==> config.mk <==
export PLATFORM = sky130hd
export DESIGN_NAME = i2s_tx_stereo_flat
export DESIGN_NICKNAME = d
export VERILOG_FILES = /design/src/rtl/i2s_tx_stereo_pkg.sv /design/src/rtl/i2s_tx_stereo_if.sv /design/src/rtl/i2s_tx_stereo_fifo.sv /design/src/rtl/i2s_tx_stereo.sv /design/src/flat_wrapper.sv
export SDC_FILE = /design/constraint.sdc
export NUM_CORES = 1
export LEC_CHECK = 0
export ABC_AREA = 1
export CAP_MARGIN = 30
export CORE_MARGIN = 3
export CORE_UTILIZATION = 30
export CTS_CLUSTER_DIAMETER = 120
export DETAILED_ROUTE_END_ITERATION = 8
export RECOVER_POWER = 25
export SLEW_MARGIN = 20
export SYNTH_ARGS = -nofsm -noshare
export SYNTH_HDL_FRONTEND = slang
export SYNTH_SLANG_ARGS = --single-unit
==> constraint.sdc <==
create_clock -name clk -period 3.2 [get_ports clk]
set_input_delay 0.8 -clock clk [delete_from_list [all_inputs] [get_ports clk]]
set_output_delay 0.8 -clock clk [all_outputs]
set_load 0.05 [all_outputs]
==> src/rtl/i2s_tx_stereo_pkg.sv <==
// Shared types and width helpers for the stereo I2S transmitter.
package i2s_tx_stereo_pkg;

  typedef enum logic [1:0] {
    IDLE,
    RUN,
    DRAIN
  } i2s_state_t;

  // Occupancy counter width able to hold 0..depth inclusive.
  function automatic int unsigned cnt_w(input int unsigned depth);
    return $clog2(depth) + 1;
  endfunction

endpackage

==> src/rtl/i2s_tx_stereo_if.sv <==
// Valid/ready sample-pair write port of the I2S transmitter.
interface i2s_tx_stereo_if #(
  parameter int unsigned D_WIDTH = 16
) ();

  logic               sample_vld;
  logic               sample_rdy;
  logic [D_WIDTH-1:0] sample_l;
  logic [D_WIDTH-1:0] sample_r;

  modport master (output sample_vld, output sample_l, output sample_r, input sample_rdy);
  modport slave  (input sample_vld, input sample_l, input sample_r, output sample_rdy);

endinterface

==> src/rtl/i2s_tx_stereo_fifo.sv <==
// Show-ahead FIFO holding {left,right} pairs; a write into a full FIFO succeeds when a pop happens in the same cycle.
module i2s_tx_stereo_fifo
  import i2s_tx_stereo_pkg::*;
#(
  parameter  int unsigned D_WIDTH = 32,
  parameter  int unsigned D_DEPTH = 4,
  localparam int unsigned CNT_W   = cnt_w(D_DEPTH)
) (
  input  logic               clk,
  input  logic               rst_n,
  input  logic               wr_en,
  input  logic [D_WIDTH-1:0] wr_data,
  input  logic               rd_en,
  output logic [D_WIDTH-1:0] rd_data_c,
  output logic               full_c,
  output logic               empty_c,
  output logic [CNT_W-1:0]   count
);

  localparam int unsigned AW = $clog2(D_DEPTH);

  logic [D_WIDTH-1:0] mem [D_DEPTH];
  logic [AW-1:0]      wr_ptr;
  logic [AW-1:0]      rd_ptr;
  logic               wr_ok_c;
  logic               rd_ok_c;

  assign full_c    = (count == CNT_W'(D_DEPTH));
  assign empty_c   = (count == '0);
  assign wr_ok_c   = wr_en && (!full_c || rd_en);
  assign rd_ok_c   = rd_en && !empty_c;
  assign rd_data_c = mem[rd_ptr];

  always_ff @(posedge clk) begin
    if (wr_ok_c) mem[wr_ptr] <= wr_data;
  end

  always_ff @(posedge clk or negedge rst_n) begin
    if (!rst_n) begin
      wr_ptr <= '0;
      rd_ptr <= '0;
      count  <= '0;
    end else begin
      if (wr_ok_c) wr_ptr <= wr_ptr + AW'(1);
      if (rd_ok_c) rd_ptr <= rd_ptr + AW'(1);
      count <= count + CNT_W'(wr_ok_c) - CNT_W'(rd_ok_c);
    end
  end

endmodule

==> src/rtl/i2s_tx_stereo.sv <==
// Stereo I2S transmitter: FIFO-buffered sample pairs serialised into frame-aligned I2S with programmable bclk.
module i2s_tx_stereo
  import i2s_tx_stereo_pkg::*;
#(
  parameter  int unsigned D_WIDTH    = 16,
  parameter  int unsigned SLOT_WIDTH = 32,
  parameter  int unsigned FIFO_DEPTH = 4,
  parameter  int unsigned CDIV_W     = 8,
  localparam int unsigned CNT_W      = cnt_w(FIFO_DEPTH)
) (
  input  logic              clk,
  input  logic              rst_n,
  input  logic              en,
  input  logic [CDIV_W-1:0] bclk_half,
  input  logic              mono,
  i2s_tx_stereo_if.slave    s_if,
  output logic              lr_clk,
  output logic              bclk,
  output logic              dout,
  output logic              underflow,
  output logic [CNT_W-1:0]  fifo_cnt
);

  localparam int unsigned PAIR_W     = 2 * D_WIDTH;
  localparam int unsigned BCNT_W     = $clog2(2 * SLOT_WIDTH);
  localparam int unsigned FRAME_LAST = 2 * SLOT_WIDTH - 1;

  i2s_state_t         state_q, state_d;
  logic [CDIV_W-1:0]  ccnt_q, ccnt_d;
  logic [BCNT_W-1:0]  bcnt_q, bcnt_d;
  logic [CDIV_W-1:0]  half_q, half_d;
  logic [PAIR_W-1:0]  shadow_q, shadow_d;
  logic               bclk_d, lr_d, dout_d, underflow_d;

  logic               wr_en_c, pop_c, full_c, empty_c, tick_c, wrap_c;
  logic [PAIR_W-1:0]  wr_data_c, rd_data_c;
  logic [CDIV_W-1:0]  half_in_c;
  logic [BCNT_W-1:0]  pos_c;
  logic [D_WIDTH-1:0] chan_c, shifted_c;

  // Mono duplication happens before storage so the entry is self-contained.
  assign wr_en_c         = s_if.sample_vld && s_if.sample_rdy;
  assign wr_data_c       = {s_if.sample_l, (mono ? s_if.sample_l : s_if.sample_r)};
  assign s_if.sample_rdy = !full_c;

  i2s_tx_stereo_fifo #(
    .D_WIDTH (PAIR_W),
    .D_DEPTH (FIFO_DEPTH)
  ) u_fifo (
    .clk       (clk),
    .rst_n     (rst_n),
    .wr_en     (wr_en_c),
    .wr_data   (wr_data_c),
    .rd_en     (pop_c),
    .rd_data_c (rd_data_c),
    .full_c    (full_c),
    .empty_c   (empty_c),
    .count     (fifo_cnt)
  );

  assign half_in_c = (bclk_half == '0) ? CDIV_W'(1) : bclk_half;
  assign tick_c    = (ccnt_q == half_q - CDIV_W'(1));
  assign wrap_c    = tick_c && bclk && (bcnt_q == BCNT_W'(FRAME_LAST));

  // Next-state, counters and the output values they imply.
  always_comb begin
    state_d     = state_q;
    ccnt_d      = ccnt_q;
    bcnt_d      = bcnt_q;
    bclk_d      = bclk;
    half_d      = half_q;
    shadow_d    = shadow_q;
    pop_c       = 1'b0;
    underflow_d = 1'b0;

    case (state_q)
      IDLE: begin
        ccnt_d = '0;
        bcnt_d = '0;
        bclk_d = 1'b0;
        if (en && !empty_c) begin
          state_d  = RUN;
          pop_c    = 1'b1;
          shadow_d = rd_data_c;
          half_d   = half_in_c;
        end
      end
      RUN, DRAIN: begin
        state_d = en ? RUN : DRAIN;
        if (tick_c) begin
          ccnt_d = '0;
          bclk_d = !bclk;
          if (bclk) bcnt_d = bcnt_q + BCNT_W'(1);
        end else begin
          ccnt_d = ccnt_q + CDIV_W'(1);
        end
        // Frame boundary: continue with the next pair, or stop if run was dropped.
        if (wrap_c) begin
          bcnt_d = '0;
          if (en) begin
            half_d = half_in_c;
            if (!empty_c) begin
              pop_c    = 1'b1;
              shadow_d = rd_data_c;
            end else begin
              shadow_d    = '0;
              underflow_d = 1'b1;
            end
          end else begin
            state_d = IDLE;
          end
        end
      end
      default: state_d = IDLE;
    endcase

    // Slot position carries the one-bit I2S delay: position 0 is a gap bit.
    lr_d      = (bcnt_d >= BCNT_W'(SLOT_WIDTH));
    pos_c     = lr_d ? (bcnt_d - BCNT_W'(SLOT_WIDTH)) : bcnt_d;
    chan_c    = lr_d ? shadow_d[D_WIDTH-1:0] : shadow_d[PAIR_W-1:D_WIDTH];
    shifted_c = chan_c >> (BCNT_W'(D_WIDTH) - pos_c);
    dout_d    = (pos_c != '0) && (pos_c <= BCNT_W'(D_WIDTH)) ? shifted_c[0] : 1'b0;
  end

  always_ff @(posedge clk or negedge rst_n) begin
    if (!rst_n) begin
      state_q   <= IDLE;
      ccnt_q    <= '0;
      bcnt_q    <= '0;
      half_q    <= CDIV_W'(1);
      shadow_q  <= '0;
      bclk      <= 1'b0;
      lr_clk    <= 1'b0;
      dout      <= 1'b0;
      underflow <= 1'b0;
    end else begin
      state_q   <= state_d;
      ccnt_q    <= ccnt_d;
      bcnt_q    <= bcnt_d;
      half_q    <= half_d;
      shadow_q  <= shadow_d;
      bclk      <= bclk_d;
      lr_clk    <= lr_d;
      dout      <= dout_d;
      underflow <= underflow_d;
    end
  end

endmodule
==> src/flat_wrapper.sv <==
// flat-port wrapper written by rule: the top's interface ports become plain ports
module i2s_tx_stereo_flat import i2s_tx_stereo_pkg::*;
#(
  parameter  int unsigned D_WIDTH    = 16,
  parameter  int unsigned SLOT_WIDTH = 32,
  parameter  int unsigned FIFO_DEPTH = 4,
  parameter  int unsigned CDIV_W     = 8,
  localparam int unsigned CNT_W      = cnt_w(FIFO_DEPTH)
)
  (clk, rst_n, en, bclk_half, mono, lr_clk, bclk, dout, underflow, fifo_cnt, s_if_sample_vld, s_if_sample_l, s_if_sample_r, s_if_sample_rdy);
  i2s_tx_stereo_if #(.D_WIDTH(D_WIDTH)) s_if_i ();
  input  logic clk;
  input  logic rst_n;
  input  logic en;
  input  logic [CDIV_W-1:0] bclk_half;
  input  logic mono;
  output logic lr_clk;
  output logic bclk;
  output logic dout;
  output logic underflow;
  output logic [CNT_W-1:0] fifo_cnt;
  input wire logic [$bits(s_if_i.sample_vld)-1:0] s_if_sample_vld;
  input wire logic [$bits(s_if_i.sample_l)-1:0] s_if_sample_l;
  input wire logic [$bits(s_if_i.sample_r)-1:0] s_if_sample_r;
  output wire logic [$bits(s_if_i.sample_rdy)-1:0] s_if_sample_rdy;
  assign s_if_i.sample_vld = s_if_sample_vld;
  assign s_if_i.sample_l = s_if_sample_l;
  assign s_if_i.sample_r = s_if_sample_r;
  assign s_if_sample_rdy = s_if_i.sample_rdy;
  i2s_tx_stereo #(.D_WIDTH(D_WIDTH), .SLOT_WIDTH(SLOT_WIDTH), .FIFO_DEPTH(FIFO_DEPTH), .CDIV_W(CDIV_W)) u_core (.clk(clk), .rst_n(rst_n), .en(en), .bclk_half(bclk_half), .mono(mono), .s_if(s_if_i), .lr_clk(lr_clk), .bclk(bclk), .dout(dout), .underflow(underflow), .fifo_cnt(fifo_cnt));
endmodule
* Word-level counts from Yosys, hierarchy flattened
Memory sizes are Yosys's and may differ from the RTL's.
Cells that the tools add are included.
** Storage, ports and cells
- Output and inout bits :: 8
- Input port bits :: 45
- Word-level logic and storage cells :: 91
- Memories kept :: 1
- Flip-flop bits (word level) :: 67
- Bits in writable memories :: 128
** Operators by class
- $lt $le $gt $ge :: 2
- Add/subtract/negate cells :: 9
- Multiplexer cells :: 38
- Shift operators :: 1
- Reduce and logical (&&, ||, !) cells :: 19
- Equality and inequality tests :: 9
** Memories
- u_core.u_fifo.mem :: words 4, width 32, read ports 1, clocked after Yosys merged registers in 0, write ports 1, line i2s_tx_stereo_fifo.sv:22 : logic [D_WIDTH-1:0] mem [D_DEPTH];
** Operator list (count)
- $mux W32 :: 4
- $pmux W32 S2 :: 1
- $mux W8 :: 5
- $mux W16 :: 2
- $pmux W8 S2 :: 2
- $mux W6 :: 4
- $shr A16 B6 Y1 :: 1
- $mux W1 :: 12
- $pmux W6 S2 :: 1
- $add A8 B1 Y8 const B :: 1
- $eq A8 B8 Y1 :: 1
- $logic_not A8 Y1 :: 1
- $mux W2 :: 4
- $sub A8 B1 Y8 const B :: 1
- $logic_and A1 B1 Y1 :: 7
- $add A6 B1 Y6 const B :: 1
- $eq A6 B6 Y1 const B :: 1
- $ge A6 B6 Y1 const B :: 1
- $le A6 B5 Y1 const B :: 1
- $ne A2 B1 Y1 const B :: 3
- $reduce_bool A6 Y1 :: 1
- $sub A5 B6 Y6 const A :: 1
- $sub A6 B6 Y6 const B :: 1
- $add A2 B1 Y2 const B :: 2
- 16 further kinds :: 19

* Longest topological paths before layout
- Word-level depth :: 11
- Depth in mapped cells :: 24
- Gate-level depth less buffers :: 23

* By module
A second synthesis with hierarchy kept.
** Unflattened totals
- Cells, all modules :: 1076
- Area, all modules :: 9965.8 um^2
** Modules (own cells, without submodules)
- i2s_tx_stereo_fifo :: sequential area each 4018.9 um^2, cells each 399, area an instance 5308.8 um^2, times used 1
- i2s_tx_stereo :: sequential area each 1502.7 um^2, cells each 677, area an instance 4657.0 um^2, times used 1

* Least setup slack after synthesis
OpenSTA, ideal clock, no wires.
- Path type :: register -> register
- From :: reg u_core.u_fifo.count[1]
- To :: mem u_core.u_fifo.mem[0][0] (enable)
- Arrival time :: 2.809 ns
- Slack :: -0.030 ns
- Cell stages (with the launch flop) :: 5
- Path buffers :: 0
- Clock period less this slack :: 3.230 ns
- Required time :: 2.779 ns
- Setup time :: 0.421 ns
- Cell sequence :: dfrtp_1 nor2_1 nand2_1 nand2_1 nor2_1
** Between the ends
- Elaborated cells on any way between the ends :: 15
- Those cells by class :: eq/ne: 1; mux: 7; reduce/logical: 7
** RTL lines
- from (decl) :: line i2s_tx_stereo_fifo.sv:17 : output logic [CNT_W-1:0] count
- from (signal assigned) :: line i2s_tx_stereo_fifo.sv:46 : count <= count + CNT_W'(wr_ok_c) - CNT_W'(rd_ok_c);
- $eq A3 B3 Y1 (*) :: line i2s_tx_stereo_fifo.sv:28 : assign full_c = (count == CNT_W'(D_DEPTH));
- $logic_not A1 Y1 (*) :: line i2s_tx_stereo.sv:44 : assign s_if.sample_rdy = !full_c;
- via s_if_sample_rdy :: line flat_wrapper.sv:25 : output wire logic [$bits(s_if_i.sample_rdy)-1:0] s_if_sample_rdy;
- $logic_and A1 B1 Y1 or $logic_or A1 B1 Y1 (tied branches) :: line i2s_tx_stereo.sv:42, i2s_tx_stereo_fifo.sv:30
- $logic_and A1 B1 Y1 (*) :: line i2s_tx_stereo_fifo.sv:30 : assign wr_ok_c = wr_en && (!full_c || rd_en);
- $mux W1 (*) :: line i2s_tx_stereo_fifo.sv:35 : if (wr_ok_c) mem[wr_ptr] <= wr_data;
- $mux W1 (implied by the code) (*) :: line i2s_tx_stereo_fifo.sv:35
- to (decl) :: line i2s_tx_stereo_fifo.sv:22
The timed path passes the listed nets; every way through them passes the cells marked *.

* Worst setup path after layout
- From :: reg u_core.half_q[0]
- To :: reg u_core.dout
** Between the ends
- Cells in the longest elaborated chain, start to end :: 11
- Elaborated cells on any way between the ends :: 19
- Those cells by class :: add/sub: 3; order compare: 2; eq/ne: 1; shift: 1; mux: 8; reduce/logical: 4
** RTL lines
- from (decl) :: line i2s_tx_stereo.sv:31 : logic [CDIV_W-1:0] half_q, half_d;
- from (signal assigned) :: line i2s_tx_stereo.sv:140 : half_q <= half_d;
- $sub A8 B1 Y8 (*) :: line i2s_tx_stereo.sv:62 : assign tick_c = (ccnt_q == half_q - CDIV_W'(1));
- $eq A8 B8 Y1 (*) :: line i2s_tx_stereo.sv:62
- $logic_and A1 B1 Y1 (2 in a row) :: line i2s_tx_stereo.sv:63 : assign wrap_c = tick_c && bclk && (bcnt_q == BCNT_W'(FRAME_LAST));
- $mux W6 (*) :: line i2s_tx_stereo.sv:98 : if (wrap_c) begin
- $pmux W6 S2 (*) :: line i2s_tx_stereo.sv:76 : case (state_q)
- via u_core.bcnt_d[1] :: line i2s_tx_stereo.sv:30 : logic [BCNT_W-1:0] bcnt_q, bcnt_d;
- $sub A6 B6 Y6 or $ge A6 B6 Y1 (tied branches) :: line i2s_tx_stereo.sv:119, i2s_tx_stereo.sv:118
- $mux W6 :: line i2s_tx_stereo.sv:119 : pos_c = lr_d ? (bcnt_d - BCNT_W'(SLOT_WIDTH)) : bcnt_d;
- $sub A5 B6 Y6 (tied with other cells) :: line i2s_tx_stereo.sv:121 : shifted_c = chan_c >> (BCNT_W'(D_WIDTH) - pos_c);
- $shr A16 B6 Y1 or $logic_and A1 B1 Y1 (tied branches) :: line i2s_tx_stereo.sv:121, i2s_tx_stereo.sv:122
- $mux W1 (*) :: line i2s_tx_stereo.sv:122 : dout_d = (pos_c != '0) && (pos_c <= BCNT_W'(D_WIDTH)) ? shifted_c[0] : 1'b0;
- via u_core.dout_d :: line i2s_tx_stereo.sv:33 : logic bclk_d, lr_d, dout_d, underflow_d;
- to (signal assigned) :: line i2s_tx_stereo.sv:144 : dout <= dout_d;
- to (decl) :: line i2s_tx_stereo.sv:19 : output logic dout,
Marked as above.
A chain may end at the register's enable or synchronous reset.

==> impl_metrics.py <==
metrics = {
    "synthesis": {
        "syn_nets": 1162,
        "async_reset_ff_frac": 0.3436,
        "syn-instance-count": 1103,
        "yosys.cell_count.top_type": "nand2_1",
        "synthFlopType": "edfxtp_1",
        "synthTopCellsByCount": "nand2_1, edfxtp_1, nor2_1",
        "synth-warning-count": 0,
        "synth_edf_count": 128,
        "yosysUniqueCellTypes": 48,
        "synth.largest_area_cell": "edfxtp_1",
        "synthesis.area_um2": 9962,
        "postSynthAreaPerCell_um2": 9.032,
        "yosysSeqAreaShare": 0.5543,
        "synth-seq-cells": 195,
        "yosys.area.top_type_share": 0.3858,
        "netlist_top_cells_area": "edfxtp_1, dfrtp_1, nand2_1",
    },
    "power_and_ir_drop": {
        "p_sw_frac": 0.4307,
        "p_leak_nw": 4.990,
        "ir_drop_mv": 0.5232,
        "pwr-share-clk": 0.219,
        "p_seq_frac": 0.327,
        "power_switching_mw": 4.861,
        "p_int_mw": 6.424,
        "combPwrFrac": 0.454,
        "power_density_nw_per_um2": 938.3,
    },
    "sta": {
        "rsz0062_at_grt": "true",
        "max_slew_margin": 0.1107,
        "setup_tns_ns": 0,
        "slew_viol_final": 0,
        "hold_ws_ns": 0.4902,
        "min_period_over_period": 0.9579,
        "fmax_mhz": 326.2,
        "final_hold_viol_count": 0,
        "tightest_slew_ns": 1.334,
        "min_period_ns": 3.065,
        "finClkSkew_ns": 0.01566,
        "setup_viol_count_final": 0,
    },
    "worst_setup_path": {
        "cp-startpoint": "u_core.half_q[0]",
        "cp-start-kind": "flip-flop",
        "crit_arrival_ns": 3.45,
        "regToRegStartpoint": "u_core.half_q[0]",
        "worstSetupEndpointType": "flip-flop",
        "path_max_fanout": 5,
        "reg2regPathDepth": 23,
        "worst_ep_required_time_ns": 3.59,
        "rrSetupSlack_ns": 0.13,
        "regToRegEndpoint": "u_core.dout",
        "path_class": "flip-flop to flip-flop",
        "endpoint": "u_core.dout",
    },
    "detailed_routing": {
        "wl_per_cell_um": 15.93,
        "vias": 7924,
        "vias_per_cell": 4.855,
        "wirelength_um": 26010,
        "drt_first_pass_iters": 6,
        "drcViolationCount": 0,
        "drt-initial-drc-count": 740,
        "antenna_left": 0,
    },
    "cts": {
        "cts_tree": "built",
        "clockRootBuffer": "clkbuf_16",
        "clk_pin_slew_ns": 0.08,
        "insertion_delay_ns": 0.45,
        "numClockSinks": 195,
        "max-clock-path-buffers": 2,
        "holdBufCountCts": 0,
        "htree_levels": 4,
        "numCtsBuffers": 17,
    },
    "floorplanning": {
        "chipHeight_um": 188.2,
        "initial_utilization": 0.3054,
        "rows": 66,
        "dieWidth_um": 188.2,
        "core_um2": 32620,
        "fp.dieArea_um2": 35430,
        "ios": 53,
    },
    "outcome": {
        "status": "completed",
    },
    "placement": {
        "gp_congestion": 0.8691,
        "io_buffers": 52,
        "hpwl_um": 17070,
    },
    "final_layout": {
        "diodes": 0,
        "fillers": 3266,
        "drive_above_1_share": 0.1378,
        "syn_to_final_growth_pct": 20.72,
        "nets": 1236,
    },
    "global_routing": {
        "gr-total-overflow": 0,
        "grt_use_total": 0.1467,
        "grt_pass1_vias": 7652,
        "grt_start_max_net_pins": 68,
        "antenna_found_initial": 0,
        "grt_pass1_wl_um": 41300,
    },
    "hold_path": {
        "min_path_type": "flip-flop to flip-flop",
    },
    "run": {
        "maxCapViolCount": 0,
    },
}
[sequential cells by signal, indices dropped and copies added (netlist names)]
register	cells
u_core.u_fifo.wr_ptr	2
u_core.u_fifo.mem	128
u_core.u_fifo.rd_ptr	2
u_core.half_q	8
u_core.state_q	2
u_core.u_fifo.count	3
u_core.bclk	1
u_core.bcnt_q	6
u_core.ccnt_q	8
u_core.underflow	1
u_core.shadow_q	32
u_core.dout	1
u_core.lr_clk	1
[worst min-delay path by stage]
stage | start | to | slack (ns) | cells past startpoint
global placement | u_core.shadow_q[27] | u_core.shadow_q[27] | 0.46 | 2
CTS | u_core.shadow_q[27] | u_core.shadow_q[27] | 0.49 | 2
detailed placement | u_core.shadow_q[27] | u_core.shadow_q[27] | 0.47 | 2
global route | u_core.shadow_q[27] | u_core.shadow_q[27] | 0.54 | 2
finish | u_core.shadow_q[27] | u_core.shadow_q[27] | 0.49 | 2
floorplan | u_core.shadow_q[18] | u_core.shadow_q[18] | 0.44 | 2
[layer usage]
layer | share of wire | GRT usage | vias to the layer above
li1 | - | - | 3865
met1 | 0.46 | 0.2024 | 3753
met2 | 0.46 | 0.2356 | 274
met3 | 0.062 | 0.02884 | 32
met4 | 0.016 | 0.04242 | 0
met5 | 0 | 0 | -
[placed cells by master (no fill, tap or decap), types with 4 or more instances in the layout]
cell / netlist / routed
nand3_2: 6 / 6
nand4_1: 12 / 12
nand3_1: 103 / 103
clkinv_8: 0 / 4
nand2_1: 262 / 260
o21ai_0: 108 / 107
a21oi_1: 22 / 20
inv_1: 102 / 99
a311oi_1: 4 / 4
buf_12: 0 / 4
nor2_1: 109 / 102
mux2_2: 16 / 16
nor2_2: 6 / 9
nor2_4: 3 / 7
dfrtp_1: 66 / 65
nand2_2: 7 / 9
clkbuf_16: 0 / 17
inv_2: 7 / 10
bufinv_16: 0 / 4
buf_4: 2 / 49
ha_1: 13 / 9
clkdlybuf4s50_1: 0 / 43
nor3_1: 7 / 7
edfxtp_1: 128 / 128
dlygate4sd3_1: 0 / 8
xor2_1: 13 / 13
o22ai_1: 26 / 26
[power groups by stage]
stage	registers [mW]	logic [mW]	clock network [mW]
2_1_floorplan	3.75	3.36	0
3_3_place_gp	3.72	4.95	0
3_5_place_dp	3.73	5.04	0
4_1_cts	3.68	5.06	2.52
5_1_grt	3.75	5.79	2.61
6_report	3.69	5.13	2.47
[cell families (layout without fill, tap and decap cells)]
group / count (synthesis) / after routing / share of synthesized area
AOI/OAI and AO/OA: 177 / 177 / 0.09922
xor gates and xnor gates: 16 / 16 / 0.01407
adders and majority gates: 14 / 14 / 0.01834
buffers and inverters: 161 / 248 / 0.06456
DFF: 195 / 195 / 0.5543
muxes: 17 / 17 / 0.01909
and+or+nand+nor: 523 / 523 / 0.2305
[critical path, stage by stage (launching register included)]
cell      delay [ns]
dfstp_2         0.54
inv_2           0.05
ha_4            0.26
inv_2           0.03
nand2_1         0.05
nand2_1         0.05
nor2_1          0.09
nand2_1         0.09
nor2_2          0.10
nand2_2         0.09
nor2_8          0.16
nand3_4         0.11
mux2i_2         0.23
o21ai_2         0.09
inv_1           0.06
ha_2            0.18
o211ai_2        0.11
nor2_2          0.15
ha_1            0.24
inv_1           0.05
nand2_1         0.05
a21oi_2         0.10
nand2_1         0.05
nor2_1          0.09
[layout make-up]
cell class	count	area, um^2	share of cell area
flip-flops and latches	195	5523	0.4592
multi-input cells	747	3887	0.3232
repair buffers	106	967.2	0.08042
well taps	442	553.0	0.04598
clock buffers	17	425.4	0.03537
inverters	110	412.9	0.03433
clock inverters	15	257.7	0.02143
[through the flow]
step / power, mW / cell area [um^2] / util / instances / worst slack [ns]
final: 11.28 / 12030 / 0.3687 / 1632 / 0.1348
after global routing: 12.16 / 12030 / 0.3687 / 1632 / -0.09301
after CTS: 11.26 / 11910 / 0.3651 / 1625 / 0.1267
after detailed placement: 8.767 / 11230 / 0.3442 / 1593 / 0.1211
after global placement: 8.668 / 11230 / 0.3442 / 1593 / 0.1167
after floorplan: 7.107 / 9962 / - / 1103 / -0.02975
[what timing repair did]
action                                 in CTS  in global routing
setup endpoints to repair                   0                  3
resized for setup                           0                 18
buffers inserted                            0                  6
endpoints found under the hold margin       0                  0
(Power assumes the default switching activity.)
